--- src/rtl/boot_pkg.sv ---
// Shared definitions for the instruction-memory boot loader: FSM encoding,
// frame field widths and the default frame start byte.
package boot_pkg;

    localparam int LEN_W = 16;
    localparam int CHK_W = 8;

    localparam logic [7:0] MAGIC_DEFAULT = 8'hA5;

    localparam logic [2:0] ST_IDLE   = 3'd0;
    localparam logic [2:0] ST_LEN_HI = 3'd1;
    localparam logic [2:0] ST_LEN_LO = 3'd2;
    localparam logic [2:0] ST_DATA   = 3'd3;
    localparam logic [2:0] ST_CHECK  = 3'd4;
    localparam logic [2:0] ST_RUN    = 3'd5;
    localparam logic [2:0] ST_ERROR  = 3'd6;

    // States in which the loader still expects stream bytes.
    function automatic logic state_accepts(input logic [2:0] st);
        return (st == ST_IDLE) || (st == ST_LEN_HI) || (st == ST_LEN_LO) ||
               (st == ST_DATA) || (st == ST_CHECK);
    endfunction

endpackage

--- src/rtl/word_assembler.sv ---
// Packs big-endian payload bytes into 32-bit words and emits a one-cycle
// strobe with the completed word held stable until the next word completes.
module word_assembler (
    input  logic        clk_i,
    input  logic        rst_ni,
    input  logic        byte_valid_i,
    input  logic [7:0]  byte_i,
    output logic        word_valid_o,
    output logic [31:0] word_o,
    output logic [1:0]  byte_cnt_o
);

    logic [1:0]  byte_cnt_q, byte_cnt_d;
    logic [23:0] shift_q, shift_d;
    logic [31:0] word_q, word_d;
    logic        word_valid_q, word_valid_d;

    always_comb begin
        byte_cnt_d   = byte_cnt_q;
        shift_d      = shift_q;
        word_d       = word_q;
        word_valid_d = 1'b0;
        if (byte_valid_i) begin
            byte_cnt_d = byte_cnt_q + 2'd1;
            if (byte_cnt_q == 2'd3) begin
                word_d       = {shift_q, byte_i};
                word_valid_d = 1'b1;
            end else begin
                shift_d = {shift_q[15:0], byte_i};
            end
        end
    end

    always_ff @(posedge clk_i) begin
        if (!rst_ni) begin
            byte_cnt_q   <= 2'd0;
            shift_q      <= 24'd0;
            word_q       <= 32'd0;
            word_valid_q <= 1'b0;
        end else begin
            byte_cnt_q   <= byte_cnt_d;
            shift_q      <= shift_d;
            word_q       <= word_d;
            word_valid_q <= word_valid_d;
        end
    end

    assign word_valid_o = word_valid_q;
    assign word_o       = word_q;
    assign byte_cnt_o   = byte_cnt_q;

endmodule

--- src/rtl/im_boot_loader.sv ---
// Loads a framed, checksummed program image into instruction memory and
// releases the CPU from reset only once the whole image has verified.
module im_boot_loader
    import boot_pkg::*;
#(
    parameter int         IM_DEPTH = 1024,
    parameter int         ADDR_W   = 10,
    parameter logic [7:0] MAGIC    = MAGIC_DEFAULT
) (
    input  logic              clock,
    input  logic              reset,
    input  logic              rx_valid,
    input  logic [7:0]        rx_data,
    output logic              rx_ready,
    output logic              im_we,
    output logic [ADDR_W-1:0] im_addr,
    output logic [31:0]       im_wdata,
    output logic              cpu_reset,
    output logic              done,
    output logic              error
);

    logic [2:0]        state_q, state_d;
    logic              rx_ready_q, rx_ready_d;
    logic [LEN_W-1:0]  len_q, len_d;
    logic [ADDR_W-1:0] word_idx_q, word_idx_d;
    logic [CHK_W-1:0]  chk_q, chk_d;
    logic [ADDR_W-1:0] im_addr_q, im_addr_d;

    logic        fire;
    logic        data_fire;
    logic [1:0]  byte_cnt;
    logic        word_valid;
    logic [31:0] word;
    logic [31:0] len_lo_ext;
    logic        last_word;

    assign fire       = rx_valid && rx_ready_q;
    assign data_fire  = fire && (state_q == ST_DATA);
    assign len_lo_ext = {16'd0, len_q[15:8], rx_data};
    assign last_word  = ({{(32-ADDR_W){1'b0}}, word_idx_q} == ({16'd0, len_q} - 32'd1));

    word_assembler u_word_assembler (
        .clk_i        (clock),
        .rst_ni       (reset),
        .byte_valid_i (data_fire),
        .byte_i       (rx_data),
        .word_valid_o (word_valid),
        .word_o       (word),
        .byte_cnt_o   (byte_cnt)
    );

    always_comb begin
        state_d    = state_q;
        len_d      = len_q;
        word_idx_d = word_idx_q;
        chk_d      = chk_q;
        im_addr_d  = im_addr_q;
        case (state_q)
            ST_IDLE: begin
                if (fire && (rx_data == MAGIC)) begin
                    state_d    = ST_LEN_HI;
                    chk_d      = '0;
                    word_idx_d = '0;
                end
            end
            ST_LEN_HI: begin
                if (fire) begin
                    len_d[15:8] = rx_data;
                    state_d     = ST_LEN_LO;
                end
            end
            ST_LEN_LO: begin
                if (fire) begin
                    len_d[7:0] = rx_data;
                    if (len_lo_ext > 32'(IM_DEPTH)) begin
                        state_d = ST_ERROR;
                    end else if (len_lo_ext == 32'd0) begin
                        state_d = ST_CHECK;
                    end else begin
                        state_d = ST_DATA;
                    end
                end
            end
            ST_DATA: begin
                if (fire) begin
                    chk_d = chk_q ^ rx_data;
                    if (byte_cnt == 2'd3) begin
                        // Address is latched alongside the word so both stay put between pulses.
                        im_addr_d = word_idx_q;
                        if (last_word) begin
                            state_d = ST_CHECK;
                        end else begin
                            word_idx_d = word_idx_q + 1'b1;
                        end
                    end
                end
            end
            ST_CHECK: begin
                if (fire) begin
                    state_d = (rx_data == chk_q) ? ST_RUN : ST_ERROR;
                end
            end
            default: begin
                state_d = state_q;
            end
        endcase
        rx_ready_d = state_accepts(state_d);
    end

    always_ff @(posedge clock) begin
        if (!reset) begin
            state_q    <= ST_IDLE;
            rx_ready_q <= 1'b0;
            len_q      <= '0;
            word_idx_q <= '0;
            chk_q      <= '0;
            im_addr_q  <= '0;
        end else begin
            state_q    <= state_d;
            rx_ready_q <= rx_ready_d;
            len_q      <= len_d;
            word_idx_q <= word_idx_d;
            chk_q      <= chk_d;
            im_addr_q  <= im_addr_d;
        end
    end

    assign rx_ready  = rx_ready_q;
    assign im_we     = word_valid;
    assign im_addr   = im_addr_q;
    assign im_wdata  = word;
    assign cpu_reset = (state_q == ST_RUN);
    assign done      = (state_q == ST_RUN);
    assign error     = (state_q == ST_ERROR);

endmodule

--- config.mk ---
export PLATFORM = sky130hd
export DESIGN_NAME = im_boot_loader
export DESIGN_NICKNAME = d
export VERILOG_FILES = /design/src/rtl/boot_pkg.sv /design/src/rtl/word_assembler.sv /design/src/rtl/im_boot_loader.sv
export SDC_FILE = /design/constraint.sdc
export NUM_CORES = 1
export LEC_CHECK = 0
export BUFFER_PORTS_ARGS = -buffer_cell sky130_fd_sc_hd__buf_2
export CORE_MARGIN = 3
export CORE_UTILIZATION = 58
export DETAILED_ROUTE_END_ITERATION = 12
export HOLD_SLACK_MARGIN = 0.15
export PLACE_DENSITY = 0.79
export SLEW_MARGIN = 20
export SYNTH_ARGS = -nofsm -noshare
export SYNTH_HDL_FRONTEND = slang
export SYNTH_SLANG_ARGS = --single-unit
--- constraint.sdc ---
create_clock -name clock -period 3.66 [get_ports clock]
set_input_delay 0.732 -clock clock [delete_from_list [all_inputs] [get_ports clock]]
set_output_delay 0.732 -clock clock [all_outputs]
set_load 0.005 [all_outputs]
==> flow_results.xml <==
<?xml version="1.0" encoding="UTF-8"?>
<metrics>
  <group name="synthesis">
    <metric name="synth_xor_area_frac" unit="">0.0358</metric>
    <metric name="number_of_library_cell_types_mapped_by_synthesis" unit="">59</metric>
    <metric name="synth_sequential_area_ratio" unit="">0.416</metric>
    <metric name="synth-adder-area-share" unit="">0.00730</metric>
    <metric name="synth_warnings" unit="">0</metric>
    <metric name="mappedNetlistNets" unit="">642</metric>
    <metric name="combinational_family_with_the_most_area_after_synthesis" unit="">simple AND/OR/NAND/NOR gates</metric>
    <metric name="synth-compound-area-share" unit="">0.193</metric>
    <metric name="postSynthCellCount" unit="">628</metric>
    <metric name="synthSimpleGateAreaFrac" unit="">0.282</metric>
    <metric name="postSynthAreaPerCell" unit="um^2">8.19</metric>
    <metric name="postSynthRegisterBits" unit="">107</metric>
    <metric name="ys_async_sr_fraction" unit="">0</metric>
    <metric name="muxShareOfSynthArea" unit="">0.0175</metric>
    <metric name="synth_edf_count" unit="">0</metric>
    <metric name="ys_dominant_reg_cell" unit="">dfxtp_1</metric>
    <metric name="syn-cell-area" unit="um^2">5140</metric>
  </group>
  <group name="cells_and_area">
    <metric name="layout-drive-gt1-share" unit="">0.152</metric>
    <metric name="n_antenna_cell" unit="">0</metric>
    <metric name="nNetsFinal" unit="">669</metric>
    <metric name="area_growth_syn_to_layout" unit="%">9.32</metric>
  </group>
  <group name="timing">
    <metric name="fin_setup_tns" unit="ns">0</metric>
    <metric name="normalized_max_slew_margin" unit="">0.435</metric>
    <metric name="maxClockFrequency" unit="GHz">0.324</metric>
    <metric name="setup_viol" unit="">0</metric>
    <metric name="fin_crit" unit="ns">3.08</metric>
    <metric name="rsz_0062_raised_after_global_routing" unit="">false</metric>
    <metric name="final_min_period_over_clock_period" unit="">0.842</metric>
    <metric name="hold_viol" unit="">0</metric>
    <metric name="hold_slack" unit="ns">0.465</metric>
    <metric name="max_slew.worst_pin.slew" unit="ns">0.847</metric>
    <metric name="clock-skew-final" unit="ns">0.0149</metric>
    <metric name="slew_viol_final" unit="">0</metric>
  </group>
  <group name="status">
    <metric name="status" unit="">completed</metric>
  </group>
  <group name="clock_tree">
    <metric name="cts_resized" unit="">0</metric>
    <metric name="cts-root-buf" unit="">clkbuf_8</metric>
    <metric name="cts_hold_buffers" unit="">0</metric>
    <metric name="clock_pin_slew_on_the_worst_setup_and_hold_paths" unit="ns">0.11</metric>
    <metric name="cts_sinks" unit="">107</metric>
    <metric name="postCtsSetupBuffers" unit="">0</metric>
    <metric name="ctsLongestPathBuffers" unit="">2</metric>
    <metric name="htreeDepth" unit="">3</metric>
    <metric name="tritoncts" unit="">done</metric>
    <metric name="insertion_delay" unit="ns">0.37</metric>
    <metric name="number_of_buffers_inserted_during_clock_tree_synthesis" unit="">9</metric>
  </group>
  <group name="pwr">
    <metric name="swShare" unit="">0.255</metric>
    <metric name="clock_power_share" unit="">0.372</metric>
    <metric name="comb_power_share" unit="">0.035</metric>
    <metric name="p_leak" unit="uW">0.00207</metric>
    <metric name="seq_power_share" unit="">0.593</metric>
    <metric name="p_int" unit="uW">1460</metric>
    <metric name="vdd.ir_drop.worst" unit="mV">0.207</metric>
    <metric name="cellPowerDensity" unit="nW/um^2">350</metric>
    <metric name="netSwitchingPower" unit="uW">501</metric>
  </group>
  <group name="global_route">
    <metric name="grt_max_degree" unit="">56</metric>
    <metric name="grt_pass1_vias" unit="">4230</metric>
    <metric name="grt_antenna_before_repair" unit="">0</metric>
    <metric name="gr-usage-all-layers" unit="">0.247</metric>
    <metric name="grt_pass1_wl" unit="um">20300</metric>
    <metric name="grt.overflow.total" unit="">0</metric>
  </group>
  <group name="floorplan">
    <metric name="rows" unit="">33</metric>
    <metric name="core" unit="um^2">8420</metric>
    <metric name="die_width" unit="um">100</metric>
    <metric name="io-pin-count" unit="">58</metric>
    <metric name="start_util" unit="">0.611</metric>
    <metric name="die_area" unit="um^2">10000</metric>
    <metric name="floorplan.die.height" unit="um">100</metric>
  </group>
  <group name="critical_path">
    <metric name="worst_setup_path_start_kind" unit="">register</metric>
    <metric name="slowest_delay" unit="ns">0.59</metric>
    <metric name="critical_path_at" unit="ns">3.39</metric>
    <metric name="critPathRequiredTime" unit="ns">3.97</metric>
    <metric name="timing.setup.critical_path_class" unit="">register to register</metric>
    <metric name="critPathMostFrequentCell" unit="">o211ai_1</metric>
    <metric name="critical-path-top-delay-family" unit="">simple AND/OR/NAND/NOR gates</metric>
    <metric name="worstPathCellList" unit="">inv_1, ha_1, or4b_1, o211ai_1, o311ai_0, o211ai_1, nor4b_4, buf_4, or4_1, a21oi_2</metric>
    <metric name="cp_slowest_cell" unit="">or4b_1</metric>
    <metric name="cp_max_fo" unit="">19</metric>
    <metric name="path_buf_inv" unit="">2</metric>
    <metric name="crit_end_category" unit="">register</metric>
  </group>
  <group name="flow_run">
    <metric name="max-cap-violations" unit="">0</metric>
  </group>
  <group name="detailed_routing">
    <metric name="detailroute.via_count" unit="">4496</metric>
    <metric name="avgRoutedWirePerCell" unit="um">15.7</metric>
    <metric name="first_pass_iters" unit="">5</metric>
    <metric name="drt_iter0_markers" unit="">349</metric>
    <metric name="drt_wl_total" unit="um">12000</metric>
    <metric name="detail-route-antenna-nets" unit="">0</metric>
    <metric name="drc_errors" unit="">0</metric>
    <metric name="routed_via_density" unit="">5.88</metric>
  </group>
  <group name="placed_design">
    <metric name="gp_routability_congestion" unit="">0.905</metric>
    <metric name="placement.io_buffers" unit="">57</metric>
    <metric name="place_hpwl" unit="um">8380</metric>
  </group>
  <group name="min_path">
    <metric name="hold_path.class" unit="">register to register</metric>
  </group>
</metrics>
==> cell usage in the layout, fill, tap and decap left out, drive strengths merged, types with 2 or more instances in the layout <==
cell type / n
nand2: 159
dfxtp: 107
a21boi: 76
buf: 66
a21oi: 26
nor2b: 20
nor2: 14
nand3: 14
xor2: 13
or4: 13
inv: 13
nand2b: 11
nand3b: 10
mux2i: 9
clkbuf: 9
o21ai: 9
xnor2: 8
nor3: 8
nor4: 7
or3: 7
nand4: 6
and2: 6
o211ai: 6
o31ai: 5
and3: 4
a31oi: 3
ha: 3
nor4b: 3
or4b: 2
nand4b: 2
or2: 2
o41ai: 2
clkinv: 2
==> registers in the layout (all words and copies together), names as in the netlist <==
register,cells
u_word_assembler.shift_q,24
len_q,16
chk_q,8
im_addr,10
state_q,3
u_word_assembler.word_o,32
u_word_assembler.word_valid_o,1
u_word_assembler.byte_cnt_o,2
word_idx_q,10
rx_ready,1
==> power by group through the flow <==
| stage | registers, uW | clock network, uW | logic (uW) |
|---|---|---|---|
| 2_1_floorplan | 1190 | 0 | 49.4 |
| 3_3_place_gp | 1190 | 0 | 65.9 |
| 3_5_place_dp | 1190 | 0 | 67.7 |
| 4_1_cts | 1170 | 750 | 67.7 |
| 5_1_grt | 1170 | 793 | 73.4 |
| 6_report | 1170 | 732 | 68.5 |
==> synthesized netlist by cell type, types with 2 or more instances <==
cell type	count	share of area
xor2_1	13	0.022
o31ai_1	5	0.0073
nor2b_1	20	0.024
inv_1	9	0.0066
or4b_1	2	0.0039
nand3b_1	10	0.015
o21ai_0	5	0.0049
a21boi_0	75	0.11
a31oi_1	3	0.0036
mux2i_1	9	0.018
ha_1	3	0.0073
buf_6	2	0.0044
nand2b_1	11	0.013
nand4b_1	2	0.0034
xnor2_1	8	0.014
or2_2	2	0.0024
buf_2	6	0.0058
and3_1	4	0.0049
nand2_1	159	0.12
o211ai_1	6	0.0088
a21oi_2	6	0.010
dfxtp_1	107	0.42
o41ai_1	2	0.0034
o21ai_1	3	0.0029
a21oi_1	20	0.019
nand4_1	6	0.0073
nand3_1	13	0.013
or3_2	2	0.0029
nor4_1	7	0.0085
or4_1	12	0.018
clkbuf_1	39	0.028
nor2_1	14	0.010
and2_1	6	0.0073
nor3_1	8	0.0078
or3_1	5	0.0061
==> worst min-delay path: stages, from the launching register on <==
cell and delay, ns:
dfxtp_1 0.32, nand2_1 0.04, a21boi_0 0.06
==> cells by family (layout without fill, tap and decap cells) <==
logic type,after synthesis,count (layout)
adder cells (fa/ha/maj),3,3
XOR/XNOR,21,21
AND/OR/NAND/NOR,291,291
buffers and inverters,59,91
flip-flops,107,107
multiplexers,9,9
AO/OA/AOI/OAI,138,138
==> layout make-up <==
class                   count  area (um^2)
clock buffers               9          124
clock inverters             7         75.1
fillers                   723         2800
inverters                   9         33.8
multi-input cells         462         2760
flip-flops and latches    107         2140
well taps                 105          131
repair buffers             66          353
==> worst paths after layout <==
| check | start | endpoint | slack, ns | cells past startpoint |
|---|---|---|---|---|
| hold reg to reg | im_addr[1] | im_addr[1] | 0.47 | 2 |
| setup / recovery | len_q[0] | word_idx_q[3] | 0.58 | 10 |
| hold / removal | im_addr[1] | im_addr[1] | 0.47 | 2 |
| setup reg to reg | len_q[0] | word_idx_q[3] | 0.58 | 10 |
==> routing by layer <==
metal  vias up  part of all wire  global-route usage
li1       2207                 -                   -
met1      2103              0.45               0.339
met2       164              0.47               0.396
met3        22             0.061              0.0354
met4         0             0.018              0.0902
met5         -                 0                   0
==> per-stage QoR <==
stage	setup slack (ns)	utilization	instances	total power, uW	instance area, um^2
final	0.577	0.668	765	1970	5620
after global routing	0.287	0.668	765	2030	5620
after CTS	0.627	0.668	765	1980	5620
after detailed placement	0.593	0.644	749	1260	5420
after global placement	0.699	0.644	749	1260	5420
after floorplan	0.908	-	628	1240	5140
No activity file was read; power rests on OpenSTA's default activity.
